$ cat config.mk
export PLATFORM = sky130hd
export DESIGN_NAME = rx_freq_update_sched
export DESIGN_NICKNAME = d
export VERILOG_FILES = /design/src/rtl/rx_freq_update_sched.sv
export SDC_FILE = /design/constraint.sdc
export NUM_CORES = 1
export LEC_CHECK = 0
export BUFFER_PORTS_ARGS = -buffer_cell sky130_fd_sc_hd__buf_2
export CAP_MARGIN = 30
export CORE_MARGIN = 2
export CORE_UTILIZATION = 50
export DETAILED_ROUTE_END_ITERATION = 8
export GPL_ROUTABILITY_DRIVEN = 1
export PLACE_DENSITY = 0.68
export SYNTH_ARGS = -nofsm -noshare
export SYNTH_HDL_FRONTEND = slang
export SYNTH_SLANG_ARGS = --single-unit
$ cat constraint.sdc
create_clock -name adc_clk -period 16 [get_ports adc_clk]
set_input_delay 3.2 -clock adc_clk [delete_from_list [all_inputs] [get_ports adc_clk]]
set_output_delay 3.2 -clock adc_clk [all_outputs]
set_load 0.03 [all_outputs]
$ cat src/rtl/rx_freq_update_sched.sv
// Round-robin NCO frequency update scheduler for the rx DDC array.
// Coalesces per-channel retunes and issues them in bursts aligned to samp_strobe.
module rx_freq_update_sched #(
    parameter int N_CHANS      = 8,
    parameter int FREQ_BITS    = 48,
    parameter int MAX_PER_SLOT = 2,
    // one spare code point so an out-of-range channel is representable
    parameter int CHAN_BITS    = $clog2(N_CHANS + 1)
) (
    input  logic                 adc_clk,
    input  logic                 reset,
    input  logic                 cmd_valid,
    input  logic [CHAN_BITS-1:0] cmd_chan,
    input  logic [FREQ_BITS-1:0] cmd_freq,
    input  logic                 samp_strobe,
    output logic                 nco_wr,
    output logic [N_CHANS-1:0]   nco_sel,
    output logic [FREQ_BITS-1:0] nco_freq,
    output logic [N_CHANS-1:0]   pending,
    output logic                 busy,
    output logic                 overrun,
    output logic                 cmd_err,
    output logic [15:0]          coalesce_cnt
);

    localparam int PTR_BITS = $clog2(N_CHANS);
    localparam int CNT_BITS = $clog2(MAX_PER_SLOT + 1);

    typedef enum logic {IDLE, ISSUE} state_t;

    state_t               state, state_nxt;
    logic [PTR_BITS-1:0]  rr_ptr;
    logic [PTR_BITS-1:0]  sel;
    logic [PTR_BITS-1:0]  cmd_idx;
    logic [CNT_BITS-1:0]  wr_cnt;
    logic [FREQ_BITS-1:0] store [N_CHANS];
    logic [N_CHANS-1:0]   pending_nxt;
    logic                 found;
    logic                 do_issue;
    logic                 cmd_ok;
    logic                 hit;
    int                   idx;

    assign cmd_ok  = cmd_valid && (cmd_chan < CHAN_BITS'(N_CHANS));
    assign cmd_idx = cmd_chan[PTR_BITS-1:0];
    assign hit     = do_issue && cmd_ok && (sel == cmd_idx);
    assign busy    = (state == ISSUE);

    // first pending channel at or after rr_ptr, wrapping
    always_comb begin
        found = 1'b0;
        sel   = '0;
        idx   = 0;
        for (int i = 0; i < N_CHANS; i++) begin
            idx = int'(rr_ptr) + i;
            if (idx >= N_CHANS) idx = idx - N_CHANS;
            if (!found && pending[idx]) begin
                found = 1'b1;
                sel   = PTR_BITS'(idx);
            end
        end
    end

    always_comb begin
        state_nxt = state;
        do_issue  = 1'b0;
        case (state)
            IDLE: begin
                if (samp_strobe && found) begin
                    do_issue  = 1'b1;
                    state_nxt = ISSUE;
                end
            end
            ISSUE: begin
                if (found && wr_cnt < CNT_BITS'(MAX_PER_SLOT)) begin
                    do_issue = 1'b1;
                end else begin
                    state_nxt = IDLE;
                end
            end
        endcase
    end

    // a new command re-arms its channel even if it is being issued now
    always_comb begin
        pending_nxt = pending;
        if (do_issue) pending_nxt[sel] = 1'b0;
        if (cmd_ok) pending_nxt[cmd_idx] = 1'b1;
    end

    always_ff @(posedge adc_clk or posedge reset) begin
        if (reset) begin
            state        <= IDLE;
            rr_ptr       <= '0;
            wr_cnt       <= '0;
            pending      <= '0;
            nco_wr       <= 1'b0;
            nco_sel      <= '0;
            nco_freq     <= '0;
            overrun      <= 1'b0;
            cmd_err      <= 1'b0;
            coalesce_cnt <= '0;
            for (int i = 0; i < N_CHANS; i++) store[i] <= '0;
        end else begin
            state   <= state_nxt;
            pending <= pending_nxt;
            nco_wr  <= do_issue;
            overrun <= samp_strobe && (state == ISSUE);
            cmd_err <= cmd_valid && !cmd_ok;
            if (do_issue) begin
                nco_sel  <= N_CHANS'(1) << sel;
                nco_freq <= store[sel];
                rr_ptr   <= (sel == PTR_BITS'(N_CHANS - 1)) ? '0 : sel + 1'b1;
                wr_cnt   <= (state == IDLE) ? CNT_BITS'(1) : wr_cnt + 1'b1;
            end
            if (cmd_ok) begin
                store[cmd_idx] <= cmd_freq;
                if (pending[cmd_idx] && !hit && coalesce_cnt != 16'hFFFF)
                    coalesce_cnt <= coalesce_cnt + 16'd1;
            end
        end
    end

endmodule

# Word level (Yosys, flattened, before mapping)
# Index checks and enable logic that the tools add are counted.
# op_classes
bitwise_logic,6
n_shift,1
mux,67
magnitude_cmp,25
n_addsub,18
n_eq_ne,3
reduce_logical,29
# ops
cell,n
$bwmux 384,1
$lt 32x5->1 const B,8
$mux 32,8
$bmux 48 s3,1
$demux 48 s3,1
$mux 48,3
$ge 4x4->1 const B,9
$sub 4x4->5 const B,7
$mux 1,29
$bmux 1 s3,9
$mux 3,9
$logic_and 1x1->1,19
$add 16x1->16 const B,1
$add 3x3->4 const B,4
$mux 8,2
$ne 16x16->1 const B,1
$logic_not 1->1,9
$add 3x2->4 const B,2
$and 8x8->8,1
$lt 3x4->1 const B,2
$not 3->4,2
$not 8->8,1
$or 8x8->8,1
$shl 1x3->8 const A,1
16 further kinds,18
# totals
reg_bits,472
output_inout_bits,84
word_cells,166
in_bits,56

# Logic depth before layout (Yosys ltp)
# depth
word_depth,36
mapped_depth,20
depth_no_buf,13

# Worst setup path after synthesis
# No wires, ideal clock.
# synth_timing
kind,input port to flip-flop
startpoint,in cmd_chan[3]
endpoint,reg store[192] (netlist bit)
slack_ns,11.003
t_arrival_ns,4.872
path_buffers,3
cell_stages,7
path_cell_list,nand2b_1 > nor2_1 > and3_1 > clkbuf_1 > buf_1 > clkbuf_1 > mux2_2
# synth_between
elab_chain_cells,2
# synth_lines
element,line_no,source
"start, declared",13,"input logic [CHAN_BITS-1:0] cmd_chan,"
$lt 4x4->1,44,assign cmd_ok = cmd_valid && (cmd_chan < CHAN_BITS'(N_CHANS));
$logic_and 1x1->1,44,
"end signal, assigned by index",117,store[cmd_idx] <= cmd_freq;
"end, declared",36,logic [FREQ_BITS-1:0] store [N_CHANS];
# No other way between the ends.
# A chain may end at the register's enable or synchronous reset.

# Final worst setup path
# layout_timing
startpoint,reg rr_ptr[0]
endpoint,reg nco_freq[5]
# layout_between
elab_chain_cells,31
# layout_lines
element,line_no,source
"start, declared",32,logic [PTR_BITS-1:0] rr_ptr;
"start signal, assigned",113,rr_ptr <= (sel == PTR_BITS'(N_CHANS - 1)) ? '0 : sel + 1'b1;
"parallel branches: the longest is 31 deep, another holds $sub 4x4->5",--,
"end signal, assigned",112,nco_freq <= store[sel];
"end, declared",18,"output logic [FREQ_BITS-1:0] nco_freq,"
# Several ways; the timed one is not identified. The select of a mux whose other input is x is not followed.

==> qor.yml <==
synth:
  ys_seq_area_share_pct: 54.4
  async_reset_ff_share_pct: 100
  netlist_instances: 1626
  ys_ff_latch: 472
  synth_fp_nets: 1691
  avgSynthCellArea_um2: 13.3
  netlist_area_um2: 21700
  synth_cell_type_count: 63
  synth_flop_cell: "dfrtp_1"
  synth_edf_count: 0
  yosys_warnings: 0
detailed_routing:
  ant_nets: 0
  vias: 14100
  firstDrtPassIters: 5
  dr.first_iter.drc_count: 930
  via_per_inst: 5.99
  wirelength_mm: 52.8
  wire_per_inst_um: 22.4
  drc: 0
hold_path:
  min-delay-start: "nco_sel[3]"
  whs_endpoint: "nco_sel[3]"
  hold_depth: 2
  holdCritPathClass: "reg2reg"
timing:
  setup_viol: 0
  period_share_pct: 41.7
  fin_setup_tns_ps: 0
  hold_violations: 0
  slew-limit-headroom_pct: 35.8
  rsz0062_at_grt: "false"
  period_needed_ps: 6670
  fmax_mhz: 150
  max_slew.worst_pin.slew_ps: 963
  finalMaxSlewViolations: 0
  hold_ws_ps: 466
  finClkSkew_ps: 15.0
grt:
  met3_usage_pct: 3.74
  antenna_found_initial: 5
  grt_busiest_layer: "met2"
  grt_max_degree: 78
  grt_usage_pct: 23.7
  grt_first_pass_wirelength_mm: 83.0
  globalRouteMet1Util_pct: 32.5
  grt-ovfl-total: 0
  grt_pass1_vias: 14500
  grt_use_met2_pct: 39.0
setup_path:
  critPathRequiredTime_ps: 16490
  r2r_slack_ps: 9330
  crit_chain: "inv_2 -> ha_1 -> mux4_2 -> a21oi_1 -> a32oi_1 -> nor2_1 -> a221oi_2 -> nor2_4 -> buf_4 -> nand2_1 -> nor2_1 -> buf_4 -> a221oi_1 -> a21oi_1"
  r2r_start: "rr_ptr[0]"
  r2r_cells: 14
  crit_type: "reg2reg"
  arrival_ps: 7160
  slowest_delay_ps: 870
  crit_slowest_cell: "ha_1"
  crit_family: "simple AND/OR/NAND/NOR gates"
  cp_max_fo: 34
  end_kind: "flop"
  r2r-end: "nco_freq[5]"
  critPathLaunchType: "flop"
  cp_num_buf_inv: 3
die:
  rows: 76
  die-area_um2: 45100
  num_io_pins: 140
  die_height_um: 212
  initial_core_util_pct: 50.5
  die_x_um: 212
  core_um2: 43000
placement:
  dp_hpwl_mm: 30.1
  gp_congestion: 0.902
  dp_cells: 2259
  port-buffer-count: 139
final_layout:
  final_cell_mix: "dfrtp_1 (472), mux2_2 (398), buf_2 (139)"
  layout-drive-gt1-share_pct: 39.0
  layout.nets: 1794
  nFillCells: 3512
  fin_cells: 2355
  area_growth_pct: 13.6
  final_common_cell: "dfrtp_1"
status:
  status: "finished clean"
clock_network:
  numCtsBuffers: 50
  clk_pin_slew_ps: 60
  clk_path_buf_depth: 3
  cts_resized: 0
  hold_buffers: 0
  worst_skew_pair.late_latency_ps: 580
  cts_setup_buffers: 0
  cts_tree: "done"
  cts-root-buf: "clkbuf_16"
  cts.sink_count: 472
  htree_levels: 2
job:
  maxCapViolCount: 0
logic make-up after synthesis:
family	after synthesis	share of synthesized area (%)
compound gates	248	8.54
xor+xnor	20	0.807
fa+ha+maj	9	0.519
buf+inv	147	2.87
flops	472	54.4
mux	555	29.0
simple gates	175	3.87
flip-flops by register name, indices dropped and copies added, names as in the netlist:
| register | flops |
|---|---|
| busy | 1 |
| cmd_err | 1 |
| coalesce_cnt | 16 |
| nco_freq | 48 |
| nco_sel | 8 |
| overrun | 1 |
| pending | 8 |
| rr_ptr | 3 |
| store | 384 |
| wr_cnt | 2 |
through the flow:
step / worst slack [ps] / util (%) / cell area [µm²]
2_1_floorplan: 6410 / - / 21700
3_3_place_gp: 9610 / 53.2 / 22900
3_5_place_dp: 9400 / 53.3 / 22900
4_1_cts: 9330 / 57.1 / 24600
5_1_grt: 8890 / 57.3 / 24600
6_report: 9330 / 57.4 / 24700
how the worst max path moves through the flow:
stage	startpoint	slack [ps]	depth (start not counted)	to
floorplan	reset	6410	1	busy
global placement	rr_ptr[0]	9610	14	nco_freq[29]
detailed placement	rr_ptr[0]	9400	14	nco_freq[23]
CTS	rr_ptr[0]	9330	14	nco_freq[5]
global route	rr_ptr[0]	8890	14	nco_freq[5]
finish	rr_ptr[0]	9330	14	nco_freq[5]
area by class of cell:
cell class | count | area, µm² | area share (%)
Sequential cell | 472 | 11800 | 47.9
Multi-Input combinational cell | 1007 | 9320 | 37.8
Clock buffer | 75 | 1510 | 6.11
Timing Repair Buffer | 170 | 1020 | 4.14
Tap cell | 585 | 732 | 2.97
Clock inverter | 15 | 145 | 0.589
Inverter | 28 | 113 | 0.457
Antenna cell | 3 | 7.51 | 0.0305
tightest hold or removal path, cell delays in order (launching register included):
cell and delay, ps:
dfrtp_1 330, nand2_1 50, nand2_1 50
cells in the mapped netlist, drive strengths merged, types with 4 or more instances:
cell     instances  area [µm²]
ha               9         113
dfrtp          472       11800
a21oi           26         130
nand4            6        37.5
o2bb2ai         18         158
o21ai           48         240
o22a            25         219
clkbuf          60         225
nand2           68         255
xnor2           17         149
nand2b           7        43.8
mux4            17         383
mux2           416        4680
buf             59         293
o22ai           15        93.8
and3             8        50.1
inv             28         105
nand3           16        80.1
nor2            43         181
nor3             4        25.0
o221ai          32         280
mux2i          122        1220
and2             7        43.8
a221oi          39         348
a32o            11         110
a31oi            7        43.8
o211ai           7        52.6
routing by layer:
| layer | vias up | routed length, µm |
|---|---|---|
| met5 | - | 50 |
| met4 | 8 | 1140 |
| met3 | 88 | 2620 |
| met2 | 372 | 25500 |
| met1 | 7406 | 23400 |
| li1 | 6232 | - |
Power is left out: the tool's default activity adds up to more than one toggle a clock period on the data nets, which glitch-free logic cannot reach.
